--- config.mk ---
export PLATFORM = sky130hd
export DESIGN_NAME = alu_issue_stage
export DESIGN_NICKNAME = d
export VERILOG_FILES = /design/src/rtl/alu_issue_stage.sv
export SDC_FILE = /design/constraint.sdc
export NUM_CORES = 1
export LEC_CHECK = 0
export ABC_AREA = 0
export CAP_MARGIN = 25
export CORE_MARGIN = 4
export CORE_UTILIZATION = 39
export CTS_CLUSTER_SIZE = 20
export DETAILED_ROUTE_END_ITERATION = 10
export PLACE_DENSITY_LB_ADDON = 0.25
export SLEW_MARGIN = 20
export SYNTH_ARGS = -nofsm -noshare
export SYNTH_HDL_FRONTEND = slang
export SYNTH_SLANG_ARGS = --single-unit
--- constraint.sdc ---
create_clock -name clk -period 3.4 [get_ports clk]
set_input_delay 0.85 -clock clk [delete_from_list [all_inputs] [get_ports clk]]
set_output_delay 0.85 -clock clk [all_outputs]
set_load 0.05 [all_outputs]
--- src/rtl/alu_issue_stage.sv ---
// RV32I decode/issue stage: resolves ALU control and operands from a
// register-read beat and holds them in a valid/ready output register.
module alu_issue_stage #(
   parameter int XLEN = 32
) (
   input  logic            clk,
   input  logic            rst,
   input  logic            in_valid,
   output logic            in_ready,
   input  logic [31:0]     in_instr,
   input  logic [XLEN-1:0] in_pc,
   input  logic [XLEN-1:0] in_rs1_data,
   input  logic [XLEN-1:0] in_rs2_data,
   input  logic            flush,
   output logic            out_valid,
   input  logic            out_ready,
   output logic [3:0]      out_alu_ctrl,
   output logic [XLEN-1:0] out_a,
   output logic [XLEN-1:0] out_b,
   output logic [4:0]      out_rd,
   output logic            out_illegal
);

   localparam logic [3:0] ALU_ADD  = 4'b0000;
   localparam logic [3:0] ALU_SUB  = 4'b0001;
   localparam logic [3:0] ALU_AND  = 4'b0010;
   localparam logic [3:0] ALU_OR   = 4'b0011;
   localparam logic [3:0] ALU_XOR  = 4'b0100;
   localparam logic [3:0] ALU_SLT  = 4'b0101;
   localparam logic [3:0] ALU_SRA  = 4'b0110;
   localparam logic [3:0] ALU_SRL  = 4'b0111;
   localparam logic [3:0] ALU_SLL  = 4'b1000;
   localparam logic [3:0] ALU_SLTU = 4'b1001;

   localparam logic [6:0] OPC_OP     = 7'b0110011;
   localparam logic [6:0] OPC_OPIMM  = 7'b0010011;
   localparam logic [6:0] OPC_LUI    = 7'b0110111;
   localparam logic [6:0] OPC_AUIPC  = 7'b0010111;
   localparam logic [6:0] OPC_JAL    = 7'b1101111;
   localparam logic [6:0] OPC_JALR   = 7'b1100111;
   localparam logic [6:0] OPC_LOAD   = 7'b0000011;
   localparam logic [6:0] OPC_STORE  = 7'b0100011;
   localparam logic [6:0] OPC_BRANCH = 7'b1100011;

   localparam logic [6:0] F7_BASE = 7'b0000000;
   localparam logic [6:0] F7_ALT  = 7'b0100000;

   logic [6:0]      opc;
   logic [2:0]      f3;
   logic [6:0]      f7;
   logic [XLEN-1:0] i_imm;
   logic [XLEN-1:0] s_imm;
   logic [XLEN-1:0] u_imm;
   logic [XLEN-1:0] shamt;
   logic [3:0]      f3_ctrl;

   logic [3:0]      ctrl_d, ctrl_q;
   logic [XLEN-1:0] a_d, a_q;
   logic [XLEN-1:0] b_d, b_q;
   logic [4:0]      rd_q;
   logic            ill_d, ill_q;
   logic            valid_d, valid_q;
   logic            accept;
   logic            unused_rs1_addr;

   assign opc   = in_instr[6:0];
   assign f3    = in_instr[14:12];
   assign f7    = in_instr[31:25];
   assign i_imm = {{20{in_instr[31]}}, in_instr[31:20]};
   assign s_imm = {{20{in_instr[31]}}, in_instr[31:25], in_instr[11:7]};
   assign u_imm = {in_instr[31:12], 12'b0};
   assign shamt = {27'b0, in_instr[24:20]};
   assign unused_rs1_addr = ^in_instr[19:15];

   // Base funct3 map shared by OP and OP-IMM; SUB/SRA resolved by funct7.
   always_comb begin
      f3_ctrl = ALU_ADD;
      unique case (f3)
         3'b000: f3_ctrl = ALU_ADD;
         3'b001: f3_ctrl = ALU_SLL;
         3'b010: f3_ctrl = ALU_SLT;
         3'b011: f3_ctrl = ALU_SLTU;
         3'b100: f3_ctrl = ALU_XOR;
         3'b101: f3_ctrl = ALU_SRL;
         3'b110: f3_ctrl = ALU_OR;
         3'b111: f3_ctrl = ALU_AND;
         default: f3_ctrl = ALU_ADD;
      endcase
   end

   always_comb begin
      ctrl_d = ALU_ADD;
      a_d    = '0;
      b_d    = '0;
      ill_d  = 1'b0;
      unique case (opc)
         OPC_OP: begin
            a_d = in_rs1_data;
            b_d = in_rs2_data;
            if (f7 == F7_BASE)
               ctrl_d = f3_ctrl;
            else if (f7 == F7_ALT && f3 == 3'b000)
               ctrl_d = ALU_SUB;
            else if (f7 == F7_ALT && f3 == 3'b101)
               ctrl_d = ALU_SRA;
            else
               ill_d = 1'b1;
         end
         OPC_OPIMM: begin
            a_d    = in_rs1_data;
            b_d    = i_imm;
            ctrl_d = f3_ctrl;
            if (f3 == 3'b001) begin
               b_d = shamt;
               if (f7 != F7_BASE)
                  ill_d = 1'b1;
            end else if (f3 == 3'b101) begin
               b_d = shamt;
               if (f7 == F7_ALT)
                  ctrl_d = ALU_SRA;
               else if (f7 != F7_BASE)
                  ill_d = 1'b1;
            end
         end
         OPC_LUI: begin
            b_d = u_imm;
         end
         OPC_AUIPC: begin
            a_d = in_pc;
            b_d = u_imm;
         end
         OPC_JAL: begin
            a_d = in_pc;
            b_d = 32'd4;
         end
         OPC_JALR: begin
            a_d = in_pc;
            b_d = 32'd4;
            if (f3 != 3'b000)
               ill_d = 1'b1;
         end
         OPC_LOAD: begin
            a_d = in_rs1_data;
            b_d = i_imm;
         end
         OPC_STORE: begin
            a_d = in_rs1_data;
            b_d = s_imm;
         end
         OPC_BRANCH: begin
            a_d = in_rs1_data;
            b_d = in_rs2_data;
            unique case (f3[2:1])
               2'b00: ctrl_d = ALU_SUB;
               2'b10: ctrl_d = ALU_SLT;
               2'b11: ctrl_d = ALU_SLTU;
               default: ill_d = 1'b1;
            endcase
         end
         default: ill_d = 1'b1;
      endcase
      // Illegal beats carry a canonical zeroed payload.
      if (ill_d) begin
         ctrl_d = ALU_ADD;
         a_d    = '0;
         b_d    = '0;
      end
   end

   assign in_ready = !valid_q || out_ready;
   assign accept   = in_valid && in_ready && !flush;

   always_comb begin
      valid_d = valid_q;
      if (flush)
         valid_d = 1'b0;
      else if (accept)
         valid_d = 1'b1;
      else if (out_ready)
         valid_d = 1'b0;
   end

   always_ff @(posedge clk or posedge rst) begin
      if (rst) begin
         valid_q <= 1'b0;
         ctrl_q  <= ALU_ADD;
         a_q     <= '0;
         b_q     <= '0;
         rd_q    <= '0;
         ill_q   <= 1'b0;
      end else begin
         valid_q <= valid_d;
         if (accept) begin
            ctrl_q <= ctrl_d;
            a_q    <= a_d;
            b_q    <= b_d;
            rd_q   <= in_instr[11:7];
            ill_q  <= ill_d;
         end
      end
   end

   assign out_valid    = valid_q;
   assign out_alu_ctrl = ctrl_q;
   assign out_a        = a_q;
   assign out_b        = b_q;
   assign out_rd       = rd_q;
   assign out_illegal  = ill_q;

endmodule

---- Yosys cells after proc, flatten, opt, wreduce, memory -nomap -nowiden ----
Memories as Yosys holds them, arrays and structs flattened.
Index checks and enable logic that the tools add are counted.
storage, ports and cells
  register bits ........................... 75
  bits in read-only memories .............. 32
  input port bits ......................... 133
  output and inout port bits .............. 76
  memories ................................ 1
cells by class
  eq/ne operators ......................... 14
  muxes and demuxes ....................... 28
  reductions and logical operators ........ 20
memory list
  memory           words  bits a word  read ports  clocked after Yosys merged registers in  wr ports  RTL line  text
  (no name shown)  8      4            1           0                                        0         78        unique case (f3)
operator list
  cell                                            count
  one-hot mux 32 bit (6 select lines)             1
  two-way mux 32 bit                              4
  one-hot mux 32 bit (2 select lines)             1
  == test 7 x 6 -> 1 bit (second input constant)  4
  one-hot mux 4 bit (3 select lines)              2
  == test 7 bit (second input constant)           3
  two-way mux 4 bit                               5
  == test 7 x 5 -> 1 bit (second input constant)  2
  two-way mux 1 bit                               12
  OR reduction 5 bit                              2
  == test 7 x 2 -> 1 bit (second input constant)  1
  zero test 7 bit                                 1
  nonzero test 7 bit                              1
  two-way mux 3 bit                               2
  nonzero test 3 bit                              2
  OR reduction 2 bit                              3
  OR reduction 3 bit                              2
  one-hot mux 1 bit (5 select lines)              1
  == test 2 bit (second input constant)           2
  logical AND 1 bit                               4
  == test 3 x 1 -> 1 bit (second input constant)  1
  == test 3 bit (second input constant)           1
  zero test 3 bit                                 1
  zero test 1 bit                                 2
  2 further kinds                                 2

---- Depth between registers and ports, before layout ----
  depth in word-level cells ............... 7
  gate-level depth with buffers ........... 8

---- Worst setup path before layout ----
Ideal clock, no wire load.
  path type ............................... input port to flip-flop
  start ................................... in in_instr[25]
  end ..................................... reg ctrl_q[2], in the netlist out_alu_ctrl[2]
  library setup time ...................... 0.074 ns
  data arrival time ....................... 2.474 ns
  required time ........................... 3.326 ns
  path slack .............................. 0.852 ns
  stages on the path ...................... 6
  path through ............................ or4_4 -> a311o_1 -> a211o_1 -> buf_6 -> a211o_4 -> o21ai_2
on the way
  word-level cells in the longest chain between the ends .. 7
  elaborated cells on any way between the ends .. 21
RTL lines
  item                                                                                      RTL line       text
  start: declaration                                                                        10             input logic [31:0] in_instr,
  nonzero test 7 bit or == test 7 x 6 -> 1 bit (tied branches)                              -
  two-way mux 1 bit or logical AND 1 bit (tied branches)                                    115, 121, 104
  two-way mux 1 bit, or another cell as far along                                           119            if (f7 == F7_ALT)
  two-way mux 1 bit, or another cell as far along                                           117            end else if (f3 == 3'b101) begin
  two-way mux 1 bit, or another cell as far along                                           113            if (f3 == 3'b001) begin
  one-hot mux 1 bit (5 select lines) or one-hot mux 4 bit (3 select lines) (tied branches)  96             unique case (opc)
  two-way mux 4 bit *                                                                       163            if (ill_d) begin
  end signal: assignment                                                                    194            ctrl_q <= ctrl_d;
  end: declaration                                                                          57             logic [3:0] ctrl_d, ctrl_q;
Every way passes the cells marked *; elsewhere a longest branch is shown, timed or not.
A chain may end at the register's enable or synchronous reset.

---- Worst setup path after layout ----
  start ................................... in in_instr[14]
  end ..................................... reg b_q[14], in the netlist out_b[14]
on the way
  word-level cells in the longest chain between the ends .. 7
  elaborated cells on any way between the ends .. 22
RTL lines
  item                                RTL line  text
  == test 3 bit                       104, 117
  logical AND 1 bit                   104       else if (f7 == F7_ALT && f3 == 3'b101)
  two-way mux 1 bit                   104
  two-way mux 1 bit                   102       else if (f7 == F7_ALT && f3 == 3'b000)
  two-way mux 1 bit                   100       if (f7 == F7_BASE)
  one-hot mux 1 bit (5 select lines)  96
  two-way mux 32 bit *                163
  end signal: assignment              188       b_q <= '0;
  end signal: assignment              196       b_q <= b_d;
  end: declaration                    59        logic [XLEN-1:0] b_d, b_q;
Marked as above.

==> metrics.yaml <==
wl_per_cell_um: 17.13
internal-power_mw: 1.622
netlist_top_cells_area: "dfrtp_1, o21ai_0, a22oi_1, nand2_1, a221oi_1"
switching_share_pct: 27.61
ios: 209
grt_first_pass_wirelength_um: 20360
postSynthNetCount: 539
drv_cap: 0
finalHoldViolations: 0
fin_tns_setup_ns: 0
p_clk_share_pct: 34.7
dp_hpwl_um: 9732
gp_congestion: 0.9056
finalPower_mw: 2.241
yosysTopAreaCell: "dfrtp_1"
ir_drop_mv: 0.2341
netlist-cell-type-count: 44
overflow: 0
criticalPathCategory: "in2reg"
power_density_nw_per_um2: 357.2
cp_num_cells: 6
clk_latency_ns: 0.34
cp.required_ns: 3.61
wl_um: 12730
synth_top_area_share_pct: 49.93
grt_util_all_layers_pct: 22.50
status: "finished clean"
final_cell_area_um2: 6274
cts-resized-gates: 0
synth_area_per_cell_um2: 9.350
start_util_pct: 40.30
ys_seq_area_share_pct: 49.93
p_leak_nw: 2.460
rr_worst_depth: 5
antennaDiodeCount: 0
slew_viol_final: 0
cts_max_path_buffers: 2
rsz0062_at_grt: "no"
syn_inst: 402
dpl-instance-area_um2: 6046
cp_cell_sequence: "clkdlybuf4s50_1 > nand2b_1 > o311ai_0 > a211o_2 > buf_4 > o21ai_0"
hold_buffers: 0
fin_cells: 743
port_buffers: 208
critical_path_arrival_ns: 3.10
finClkSkew_ns: 0.01068
p_comb_share_pct: 23.1
hp-class: "reg2reg"
slowest_delay_ns: 0.61
worst_pin_slew_ns: 0.7137
syn_area_um2: 3759
antenna_found_initial: 0
min_period_ns: 2.896
startpoint_type: "input port"
cts.clk_slew.worst_paths_ns: 0.07
setup-violations-final: 0
r2r-end: "out_b[14]$_DFFE_PP0P_"
grt_max_degree: 36
placementRows: 35
drtIter0Drc: 107
core_um2: 9328
chipHeight_um: 106.2
min_from: "out_b[2]$_DFFE_PP0P_"
fin_crit_sh_pct: 85.18
ys_warn_count: 0
reg2reg_from: "out_valid$_DFFE_PP0P_"
ys_ff_latch: 75
hold_end: "out_b[2]$_DFFE_PP0P_"
vias: 3981
cts_setup_buffers: 0
cts_buffers: 9
p_sw_mw: 0.6187
clockRootBuffer: "clkbuf_8"
post_route_cells_drive_above_1_share_pct: 9.283
hold_path_depth: 2
critPathSlowestCell: "clkdlybuf4s50_1"
crit_family: "compound AO/OA/AOI/OAI gates"
cts_tree: "done"
clkSinkCount: 75
fmax_mhz: 345.3
critPathBufInv: 2
end_kind: "flop"
crit_path_max_fanout: 33
reg2reg_slack_ns: 1.60
cts.htree.levels: 3
die_w_um: 106.2
p_seq_share_pct: 42.2
ant_nets: 0
drc: 0
finalNetCount: 746
fin_util_pct: 67.26
area_growth_pct: 66.91
max_slew_margin_pct: 52.25
dp_cells: 727
grt_pass1_vias: 3991
dr.pass1.iters: 4
die-area_um2: 11270
viasPerCell: 5.358
area by class of cell:
class | count | area, µm²
clock inverters | 4 | 72.57
inverters | 10 | 38.79
repair buffers | 230 | 2245
multi-input cells | 283 | 1724
clock buffers | 12 | 155.1
fillers | 822 | 3054
flip-flops and latches | 75 | 1877
well taps | 129 | 161.4
power by group through the flow:
stage	logic, mW	clock network (mW)	registers [mW]
after floorplan	0.118	0	1.08
after global placement	0.513	0	0.961
after detailed placement	0.521	0	0.962
after CTS	0.523	0.793	0.945
after global routing	0.553	0.832	0.950
final	0.519	0.777	0.945
flip-flops by register name (all words and copies together) (netlist names):
signal	cells
out_a	32
out_b	32
out_rd	5
out_alu_ctrl	4
out_illegal	1
out_valid	1
Yosys cell counts, drive strengths merged:
| library cell | count |
|---|---|
| or4 | 1 |
| nor2 | 7 |
| nor2b | 2 |
| a211o | 2 |
| dfrtp | 75 |
| nor3b | 1 |
| mux2 | 5 |
| o22ai | 1 |
| a32oi | 2 |
| nand4bb | 1 |
| nor3 | 7 |
| buf | 5 |
| nor4 | 1 |
| a21oi | 4 |
| nand2b | 6 |
| o21a | 1 |
| o31ai | 1 |
| a311o | 1 |
| o311ai | 1 |
| clkbuf | 29 |
| a221oi | 21 |
| o32ai | 1 |
| a2111oi | 2 |
| o21ai | 73 |
| or2 | 4 |
| a31oi | 2 |
| nand3 | 2 |
| and2 | 1 |
| o22a | 1 |
| a211oi | 1 |
| nand3b | 3 |
| ha | 4 |
| a21o | 1 |
| inv | 10 |
| nand2 | 75 |
| mux2i | 5 |
| xnor2 | 1 |
| a22oi | 42 |
layout by cell type (no fill, tap or decap), types with 3 or more instances in the layout:
master           instances
nor3_1                   5
nand2b_1                 6
clkdlybuf4s50_1        207
dfrtp_1                 75
o21ai_0                 70
ha_1                     4
clkbuf_8                11
mux2i_1                  5
nor2_1                   7
a21oi_1                  3
or2_2                    3
a22oi_1                 42
nand2_1                 74
inv_1                    9
nand3b_1                 3
mux2_2                   5
o21ai_2                  3
a221oi_1                21
buf_4                   23
stage by stage:
stage          hold WS, ns  setup WS [ns]
2_1_floorplan       0.7447         0.6400
3_3_place_gp        0.4605         0.2652
3_5_place_dp        0.4696         0.1575
4_1_cts             0.4847         0.5171
5_1_grt             0.5151         0.3174
6_report            0.4796         0.5038
cells by family after synthesis:
group / share of synthesized area, %
compound gates: 27.73
xor+xnor: 0.2331
fa+ha+maj: 1.332
buf+inv: 4.693
flops: 49.93
mux: 2.830
simple gates: 13.25
how the worst max path moves through the flow:
stage                 startpoint                     to  slack, ns
global route        in_instr[12]   out_a[3]$_DFFE_PP0P_       0.32
finish              in_instr[14]  out_b[14]$_DFFE_PP0P_       0.50
global placement    in_instr[14]  out_b[10]$_DFFE_PP0P_       0.27
CTS                 in_instr[14]  out_a[19]$_DFFE_PP0P_       0.52
floorplan                    rst   out_a[0]$_DFFE_PP0P_       0.64
detailed placement  in_instr[14]  out_a[19]$_DFFE_PP0P_       0.16
layer usage:
metal	routed length (µm)	part of all wire (%)	GRT usage (%)
met2	6324	50	38.73
met4	228	1.8	7.771
met3	1105	8.7	7.286
met5	0	0	0
met1	5068	40	26.32
worst min-delay path, delay by kind of cell (launching register included):
| family | cells | cell delay, ns |
|---|---|---|
| compound gates | 1 | 0.06 |
| simple gates | 1 | 0.04 |
| flops | 1 | 0.34 |
No activity file was read; power rests on OpenSTA's default activity.
